==> src/rtl/store_align_pkg.sv <==
`default_nettype none
// ============================================================================
// Module   : store_align_pkg
// Purpose  : Shared size encodings, FSM states and legality/split helpers.
//            Behaviour of the helpers depends on STORE_ALIGN_SPLIT_EN.
// Revision : 1.0 - initial release
// ============================================================================
package store_align_pkg;

  localparam int unsigned c_lanes = 4;

  localparam logic [1:0] c_size_byte = 2'b00;
  localparam logic [1:0] c_size_half = 2'b01;
  localparam logic [1:0] c_size_word = 2'b10;
  localparam logic [1:0] c_size_rsvd = 2'b11;

  typedef enum logic [1:0] {
    ST_IDLE  = 2'd0,
    ST_BEAT0 = 2'd1,
    ST_BEAT1 = 2'd2
  } state_t;

  // True when the access spans two memory words.
  function automatic logic needs_split(input logic [1:0] size, input logic [1:0] off);
`ifdef STORE_ALIGN_SPLIT_EN
    return ((size == c_size_half) && (off == 2'd3)) ||
           ((size == c_size_word) && (off != 2'd0));
`else
    return 1'b0;
`endif
  endfunction

  function automatic logic is_legal(input logic [1:0] size, input logic [1:0] off);
`ifdef STORE_ALIGN_SPLIT_EN
    return size != c_size_rsvd;
`else
    return (size == c_size_byte) ||
           ((size == c_size_half) && !off[0]) ||
           ((size == c_size_word) && (off == 2'd0));
`endif
  endfunction

endpackage
`default_nettype wire

==> src/rtl/store_align_if.sv <==
`default_nettype none
// ============================================================================
// Module   : store_align_if
// Purpose  : Store request channel plus memory write-beat channel.
// Revision : 1.0 - initial release
// ============================================================================
interface store_align_if;

  logic        req_valid;
  logic        req_ready;
  logic [31:0] req_addr;
  logic [31:0] req_data;
  logic [1:0]  req_size;
  logic        mem_valid;
  logic        mem_ready;
  logic [31:0] mem_addr;
  logic [31:0] mem_wdata;
  logic [3:0]  mem_be;
  logic        done;
  logic        err;

  modport slave (
    input  req_valid, req_addr, req_data, req_size, mem_ready,
    output req_ready, mem_valid, mem_addr, mem_wdata, mem_be, done, err
  );

  modport master (
    output req_valid, req_addr, req_data, req_size, mem_ready,
    input  req_ready, mem_valid, mem_addr, mem_wdata, mem_be, done, err
  );

endinterface
`default_nettype wire

==> src/rtl/lane_pack.sv <==
`default_nettype none
// ============================================================================
// Module   : lane_pack
// Purpose  : Combinational byte-enable / write-data lane placement for one
//            beat. Split beats exist only with STORE_ALIGN_SPLIT_EN.
// Revision : 1.0 - initial release
// ============================================================================
module lane_pack
  import store_align_pkg::*;
(
  input  wire logic [1:0]  i_size,
  input  wire logic [1:0]  i_off,
  input  wire logic [31:0] i_data,
  input  wire logic        i_beat,
  output logic      [3:0]  o_be,
  output logic      [31:0] o_wdata
);

  logic [1:0] w_neg_off;
  logic [4:0] w_sh_lo;
  logic [4:0] w_sh_hi;

  // 4-off taken modulo 4; only used when off != 0
  assign w_neg_off = 2'd0 - i_off;
  assign w_sh_lo   = {i_off, 3'b000};
  assign w_sh_hi   = {w_neg_off, 3'b000};

  always_comb begin
    o_be    = 4'b0000;
    o_wdata = 32'h0;
    if (needs_split(i_size, i_off)) begin
      if (!i_beat) begin
        o_be    = 4'b1111 << i_off;
        o_wdata = i_data << w_sh_lo;
      end else begin
        o_be    = ~(4'b1111 << i_off) & ((i_size == c_size_half) ? 4'b0001 : 4'b1111);
        o_wdata = i_data >> w_sh_hi;
      end
    end else begin
      case (i_size)
        c_size_byte: begin
          o_be    = 4'b0001 << i_off;
          o_wdata = {4{i_data[7:0]}};
        end
        c_size_half: begin
          o_be    = 4'b0011 << i_off;
          o_wdata = {2{i_data[15:0]}};
        end
        c_size_word: begin
          o_be    = 4'b1111;
          o_wdata = i_data;
        end
        default: begin
          o_be    = 4'b0000;
          o_wdata = 32'h0;
        end
      endcase
    end
  end

endmodule
`default_nettype wire

==> src/rtl/store_align.sv <==
`default_nettype none
// ============================================================================
// Module   : store_align
// Purpose  : Converts a byte-addressed store into one or two word-aligned
//            memory write beats. Macro STORE_ALIGN_SPLIT_EN enables splitting.
// Revision : 1.0 - initial release
// ============================================================================
module store_align
  import store_align_pkg::*;
(
  input  wire logic        clk,
  input  wire logic        rst,
  store_align_if.slave     bus
);

  state_t      r_state;
  state_t      w_state_nxt;
  logic [31:0] r_addr;
  logic [31:0] r_data;
  logic [1:0]  r_size;
  logic        r_done;
  logic        r_err;

  logic        w_accept;
  logic        w_legal;
  logic        w_split;
  logic        w_done_nxt;
  logic        w_err_nxt;
  logic        w_beat1;
  logic        w_mem_valid;
  logic [3:0]  w_be;
  logic [31:0] w_wdata;
  logic [31:0] w_addr;

  assign bus.req_ready = (r_state == ST_IDLE) && !rst;
  assign w_accept      = bus.req_valid && bus.req_ready;
  assign w_legal       = is_legal(bus.req_size, bus.req_addr[1:0]);
  assign w_split       = needs_split(r_size, r_addr[1:0]);
  assign w_beat1       = (r_state == ST_BEAT1);
  assign w_mem_valid   = (r_state == ST_BEAT0) || (r_state == ST_BEAT1);

  always_comb begin
    w_state_nxt = r_state;
    w_done_nxt  = 1'b0;
    w_err_nxt   = 1'b0;
    case (r_state)
      ST_IDLE: begin
        if (w_accept) begin
          if (w_legal) w_state_nxt = ST_BEAT0;
          else         w_err_nxt   = 1'b1;
        end
      end
      ST_BEAT0: begin
        if (bus.mem_ready) begin
          if (w_split) begin
            w_state_nxt = ST_BEAT1;
          end else begin
            w_state_nxt = ST_IDLE;
            w_done_nxt  = 1'b1;
          end
        end
      end
      ST_BEAT1: begin
        if (bus.mem_ready) begin
          w_state_nxt = ST_IDLE;
          w_done_nxt  = 1'b1;
        end
      end
      default: w_state_nxt = ST_IDLE;
    endcase
  end

  always_ff @(posedge clk) begin
    if (rst) begin
      r_state <= ST_IDLE;
      r_done  <= 1'b0;
      r_err   <= 1'b0;
      r_addr  <= 32'h0;
      r_data  <= 32'h0;
      r_size  <= 2'b00;
    end else begin
      r_state <= w_state_nxt;
      r_done  <= w_done_nxt;
      r_err   <= w_err_nxt;
      if (w_accept) begin
        r_addr <= bus.req_addr;
        r_data <= bus.req_data;
        r_size <= bus.req_size;
      end
    end
  end

  lane_pack u_lane_pack (
    .i_size  (r_size),
    .i_off   (r_addr[1:0]),
    .i_data  (r_data),
    .i_beat  (w_beat1),
    .o_be    (w_be),
    .o_wdata (w_wdata)
  );

  // Second beat targets the next word; the add wraps naturally at 2^32.
  assign w_addr = {r_addr[31:2], 2'b00} + (w_beat1 ? 32'(c_lanes) : 32'd0);

  assign bus.mem_valid = w_mem_valid;
  assign bus.mem_addr  = w_mem_valid ? w_addr  : 32'h0;
  assign bus.mem_wdata = w_mem_valid ? w_wdata : 32'h0;
  assign bus.mem_be    = w_mem_valid ? w_be    : 4'b0000;
  assign bus.done      = r_done;
  assign bus.err       = r_err;

endmodule
`default_nettype wire
==> src/flat_wrapper.sv <==
// flat-port wrapper written by rule: the top's interface ports become plain ports
module store_align_flat import store_align_pkg::*;
  (clk, rst, bus_req_valid, bus_req_addr, bus_req_data, bus_req_size, bus_mem_ready, bus_req_ready, bus_mem_valid, bus_mem_addr, bus_mem_wdata, bus_mem_be, bus_done, bus_err);
  store_align_if bus_i ();
  input  wire logic clk;
  input  wire logic rst;
  input wire logic [$bits(bus_i.req_valid)-1:0] bus_req_valid;
  input wire logic [$bits(bus_i.req_addr)-1:0] bus_req_addr;
  input wire logic [$bits(bus_i.req_data)-1:0] bus_req_data;
  input wire logic [$bits(bus_i.req_size)-1:0] bus_req_size;
  input wire logic [$bits(bus_i.mem_ready)-1:0] bus_mem_ready;
  output wire logic [$bits(bus_i.req_ready)-1:0] bus_req_ready;
  output wire logic [$bits(bus_i.mem_valid)-1:0] bus_mem_valid;
  output wire logic [$bits(bus_i.mem_addr)-1:0] bus_mem_addr;
  output wire logic [$bits(bus_i.mem_wdata)-1:0] bus_mem_wdata;
  output wire logic [$bits(bus_i.mem_be)-1:0] bus_mem_be;
  output wire logic [$bits(bus_i.done)-1:0] bus_done;
  output wire logic [$bits(bus_i.err)-1:0] bus_err;
  assign bus_i.req_valid = bus_req_valid;
  assign bus_i.req_addr = bus_req_addr;
  assign bus_i.req_data = bus_req_data;
  assign bus_i.req_size = bus_req_size;
  assign bus_i.mem_ready = bus_mem_ready;
  assign bus_req_ready = bus_i.req_ready;
  assign bus_mem_valid = bus_i.mem_valid;
  assign bus_mem_addr = bus_i.mem_addr;
  assign bus_mem_wdata = bus_i.mem_wdata;
  assign bus_mem_be = bus_i.mem_be;
  assign bus_done = bus_i.done;
  assign bus_err = bus_i.err;
  store_align u_core (.clk(clk), .rst(rst), .bus(bus_i));
endmodule
==> config.mk <==
export PLATFORM = sky130hd
export DESIGN_NAME = store_align_flat
export DESIGN_NICKNAME = d
export VERILOG_FILES = /design/src/rtl/store_align_pkg.sv /design/src/rtl/store_align_if.sv /design/src/rtl/lane_pack.sv /design/src/rtl/store_align.sv /design/src/flat_wrapper.sv
export SDC_FILE = /design/constraint.sdc
export NUM_CORES = 1
export LEC_CHECK = 0
export ABC_AREA = 1
export CORE_MARGIN = 2
export CORE_UTILIZATION = 40
export DETAILED_ROUTE_END_ITERATION = 7
export PLACE_DENSITY = 0.84
export REMOVE_ABC_BUFFERS = 1
export SLEW_MARGIN = 20
export SYNTH_ARGS = -nofsm -noshare
export SYNTH_HDL_FRONTEND = slang
export SYNTH_SLANG_ARGS = --single-unit
==> constraint.sdc <==
create_clock -name clk -period 2 [get_ports clk]
set_input_delay 0.2 -clock clk [delete_from_list [all_inputs] [get_ports clk]]
set_output_delay 0.2 -clock clk [all_outputs]
set_load 0.01 [all_outputs]
# Yosys cells after proc, flatten, opt, wreduce, memory -nomap -nowiden

Index checks and enable logic that the tools add are counted.

Register bits after elaboration: 70
Word-level logic and storage cells: 50

Add/subtract/negate cells: 1
Shift-type cells: 2
Bitwise operators: 3
Eq/ne operators: 9
Mux-type cells: 12
Reductions and logical operators: 17

Operators with widths:

| operator              | number |
|---|---|
| $pmux W32 S3          | 1 |
| $mux W32              | 2 |
| $add A32 B32 Y32      | 1 |
| $pmux W4 S3           | 1 |
| $logic_not A2 Y1      | 4 |
| $eq A2 B1 Y1 const B  | 3 |
| $eq A2 B2 Y1 const B  | 3 |
| $mux W2               | 3 |
| $ne A2 B1 Y1 const B  | 3 |
| $logic_and A1 B1 Y1   | 4 |
| $mux W4               | 1 |
| $pmux W2 S2           | 1 |
| $reduce_or A2 Y1      | 2 |
| $shl A1 B2 Y4 const A | 1 |
| $shl A2 B2 Y4 const A | 1 |
| $logic_or A1 B1 Y1    | 3 |
| $mux W3               | 1 |
| $not A1 Y1            | 3 |
| $reduce_and A3 Y1     | 1 |
| $reduce_or A3 Y1      | 1 |
| $logic_not A1 Y1      | 2 |
| $mux W1               | 2 |

# Longest topological paths before layout

Word-level depth: 7
Gate-level depth with buffers: 7
Mapped depth without buffers: 6

# Cells and area by module

A second synthesis with hierarchy kept.

Cell total of the unflattened synthesis: 553
Area, all modules: 3415.8 um2

By module, submodules not included:

| module      | area an instance (um2) | times used | sequential area each (um2) | cells each |
|---|---|---|---|---|
| store_align | 2966.6                 | 1          | 1381.3                     | 448 |
| lane_pack   | 449.2                  | 1          | 0.0                        | 105 |

# Worst setup path before layout

Ideal clock, no wire load.

Kind: reg-to-output
From: register u_core.r_size[1]
To: output port bus_mem_wdata[16]
Stages on the path, launching flop included: 5
Required time: 1800 ps
Arrival time: 1084 ps
Slack: 716 ps
Buffers on the path: 1
Cells stage by stage: dfxtp_1 > inv_4 > clkbuf_1 > nand2_1 > a21oi_1

Cells in the longest elaborated chain, start to end: 3

RTL lines:

| what                                       | line               | source |
|---|---|---|
| from (decl)                                | store_align.sv:20  | `logic [1:0] r_size;` |
| from (signal assigned)                     | store_align.sv:88  | `r_size <= bus.req_size;` |
| $eq A2 B2 Y1, or another cell as far along | lane_pack.sv:40    | `case (i_size)` |
| $pmux W32 S3 (*)                           | lane_pack.sv:40    |  |
| $mux W32 (*)                               | store_align.sv:107 | `assign bus.mem_wdata = w_mem_valid ? w_wdata : 32'h0;` |
| to (decl)                                  | flat_wrapper.sv:15 | `output wire logic [$bits(bus_i.mem_wdata)-1:0] bus_mem_wdata;` |

Every way passes the cells marked *; elsewhere a longest branch is shown, timed or not.

# Worst setup path after layout

From: register u_core.r_size[1]
To: output port bus_mem_be[3]

Cells in the longest elaborated chain, start to end: 3

RTL lines:

| what                                       | line               | source |
|---|---|---|
| $eq A2 B2 Y1, or another cell as far along | lane_pack.sv:40    |  |
| $pmux W4 S3 (*)                            | lane_pack.sv:40    |  |
| $mux W4 (*)                                | store_align.sv:108 | `assign bus.mem_be = w_mem_valid ? w_be : 4'b0000;` |
| to (decl)                                  | flat_wrapper.sv:16 | `output wire logic [$bits(bus_i.mem_be)-1:0] bus_mem_be;` |

Marked as above.

==> results.md <==
* GR peak layer: met2
* WS Path Type: reg2out
* Initial antenna violation count at 0
* Grt met2 use at 36.8%
* Drt drc at 0
* Int Pwr at 2.62 mW
* Delay-heaviest family, CP: buffers and inverters
* Global placer's final weighted congestion at 0.813
* Max incr delay on CP at 0.38 ns
* Worst Skew at 0.00407 ns
* Sequential Power Share at 44.2%
* CP cell instances: inv_4 > buf_4 > o21ai_4 > buf_4 > a21oi_1 > dlygate4sd2_1
* Io pins at 142
* Net Sw Frac at 25.1%
* Worst Path Arrival at 1.74 ns
* Gate Count Post-Synth at 489
* Tcrit/Tclk final at 97.2%
* Vias in the first global route at 3,233
* Crit path top cell by count: buf_4
* Worst-path fanout max at 9
* Synth Area in Compound Gates at 7.06%
* TritonCTS Buffers at 9
* Met3 usage in global routing at 6.45%
* Antenna Cells at 0
* CP Data Required Time at 1.80 ns
* WP buf/inv at 4
* First-pass GRT wire length at 14.6 mm
* Final wirelength at 9.16 mm
* ANT nets after route at 0
* End of the worst hold path: u_core.r_data[30]
* # fillers at 705
* Switching pwr at 0.880 mW
* Clock-pin slew of the registers on the worst-case setup and hold paths at 0.08 ns
* CTS sink cnt at 69
* Largest family of logic cells by synthesized area: simple AND/OR/NAND/NOR gates
* Drt pass-1 iters at 5
* CP startpoint kind: flip-flop
* CTS tree: yes
* Drt via density at 4.77
* Leading area contributor after synthesis: dfxtp_1
* Post-Synth Simple-Gate Area at 37.3%
* Latest clock arrival within the worst-skew pair at 0.33 ns
* GRT overflow at 0
* Via count at 3,495
* Syn_area_per_cell at 6.56 µm²
* Fmax at 514 MHz
* Worst VDD drop at 0.000340 V
* Final Util at 63.7%
* Synth top area cells: dfxtp_1 (43%), nand2_1 (24%), nand3_1 (11%)
* Dpl hpwl at 6.69 mm
* Netlist cell types at 22
* RR Endpoint: u_core.r_data[1]
* Die Width at 93.5 µm
* Worst min-delay path category: in2reg
* Reg2Reg Launch Point: u_core.r_state[0]
* Share of the synthesized area in the top cell type at 43.1%
* Placeable Area at 7770 µm²
* Comb power frac at 16.4%
* Iter 0 DRT Violations at 178
* Layout area overhead at 54.3%
* M1 GR Usage at 23.7%
* Worst Setup End Kind: output pin
* Synthesized area at 3210 µm²
* Setup crit start: u_core.r_size[1]
* Final Setup Violations at 0
* Die area at 8750 µm²
* Post-Synth Adder-Cell Area at 0%
* Max-slew violation count at 0
* Root Driver: clkbuf_8
* Mux share of post-synthesis cell area at 0%
* Max-cap viol count at 0
* Share of cells above drive strength 1 at 7.45%
* Outcome: finished clean
* Hold WS at 0.406 ns
* Fin crit period at 1.94 ns
* R2R depth at 6
* R2r setup slk at 0.57 ns
* # rows at 32
* H-tree depth at 3
* Maximum clock insertion buffer count at 2
* Clock power share at 39.4%
* Final net count at 696
* Pwr Density at 708 nW/µm²
* Initial Util at 41.3%
* # port buffers at 139
* Seq/Total Area, Yosys at 43.1%
* Leakage at 2.63 nW
* Final-report hold violation count at 0
* Cts hold-fix bufs at 0
* YS warnings at 0
* Total GRT Usage at 20.9%
* Unrepaired setup endpoints after global routing: false
* Routed len/inst at 12.5 µm
* Die H at 93.5 µm
* Largest net degree at the start of global routing at 44
* Hold Path Origin: bus_req_data[30]
* XOR/XNOR Fraction of Synth Area at 0%
* Register bit count reported by yosys at 69
* Slowest CP cell: dfxtp_4
* Hold path cells at 3
worst max path at each step:
| stage | to | slack (ns) | cells after the start |
|---|---|---|---|
| finish | bus_mem_be[3] | 0.06 | 6 |
| floorplan | u_core.r_state[0] | -0.75 | 5 |
| global route | bus_mem_be[3] | 0.02 | 6 |
| detailed placement | bus_mem_be[3] | 0.08 | 6 |
| CTS | bus_mem_wdata[11] | -0.15 | 4 |
| global placement | bus_mem_wdata[15] | 0.13 | 5 |
registers in the layout (all words and copies together), names as in the netlist:
signal	cells
u_core.bus.done	1
u_core.r_state	1
u_core.bus.err	1
u_core.r_size	2
u_core.r_addr	32
u_core.r_data	32
cell families after synthesis:
logic type	after synthesis
simple gates	286
buf+inv	90
flops	69
compound gates	43
other cells	1
per-stage QoR:
stage | setup TNS (ns) | instances | area [µm²] | setup slack [ns] | power [mW]
2_1_floorplan | -44.38 | 460 | 3040 | -0.748 | 1.82
3_3_place_gp | 0 | 714 | 4680 | 0.130 | 2.13
3_5_place_dp | 0 | 714 | 4680 | 0.0814 | 2.15
4_1_cts | -0.731 | 730 | 4900 | -0.155 | 3.52
5_1_grt | 0 | 733 | 4950 | 0.0158 | 3.65
6_report | 0 | 733 | 4950 | 0.0561 | 3.50
synthesized netlist by cell type:
cell	number
a21oi_1	28
buf_1	1
buf_2	10
buf_4	6
buf_6	3
clkbuf_1	10
clkinv_1	1
conb_1	1
dfxtp_1	69
inv_1	55
inv_2	3
inv_4	1
nand2_1	201
nand2_2	1
nand3_1	69
nor2_1	10
nor2_2	1
nor2_4	2
nor2_8	1
nor3_1	1
o21ai_0	14
o21ai_4	1
worst min-delay path, cell delays in order:
cell	delay, ns
clkdlybuf4s50_1	0.39
nand2_1	0.06
nand2_1	0.04
metal layers:
metal  vias to the layer above  part of all wire [%]  wire, µm
met3                         8                   8.9       812
met4                         0                  0.81        74
met1                      1581                    41      3780
li1                       1773                     -         -
met2                       133                    49      4490
met5                         -                     0         0
final cells by class:
class / instances / area (µm²) / area share (%)
flip-flops and latches: 69 / 1390 / 28.1
well taps: 102 / 128 / 2.58
clock inverters: 6 / 110 / 2.23
clock buffers: 10 / 138 / 2.78
multi-input cells: 331 / 1440 / 29.0
repair buffers: 155 / 1520 / 30.7
inverters: 60 / 228 / 4.60
cell usage in the layout, fill, tap and decap left out, types with 2 or more instances in the layout:
master           count
a21oi_1             28
conb_1               2
o21ai_0             14
dlygate4sd2_1       31
buf_12               2
clkinvlp_4           2
buf_4               12
inv_2                5
bufinv_16            3
buf_6                2
nor2_4               3
dlymetal6s2s_1       5
clkdlybuf4s50_1    103
clkbuf_8            10
inv_1               53
dfxtp_4              2
nand2_1            201
nand3_1             69
nor2_1              10
dfxtp_1             66
what timing repair did:
item / CTS / global route
endpoints found under the hold margin: 0 / 0
endpoints found under the setup margin: 36 / 21
resized for setup: 35 / 9
pin swaps: 0 / 1
buffers inserted: 0 / 3
power groups by stage:
stage	combinational, mW	clock (mW)	sequential (mW)
3_3_place_gp	0.561	0	1.57
3_5_place_dp	0.573	0	1.58
5_1_grt	0.634	1.46	1.56
4_1_cts	0.567	1.41	1.55
6_report	0.573	1.38	1.55
2_1_floorplan	0.251	0	1.57
No activity file was read; power rests on OpenSTA's default activity.
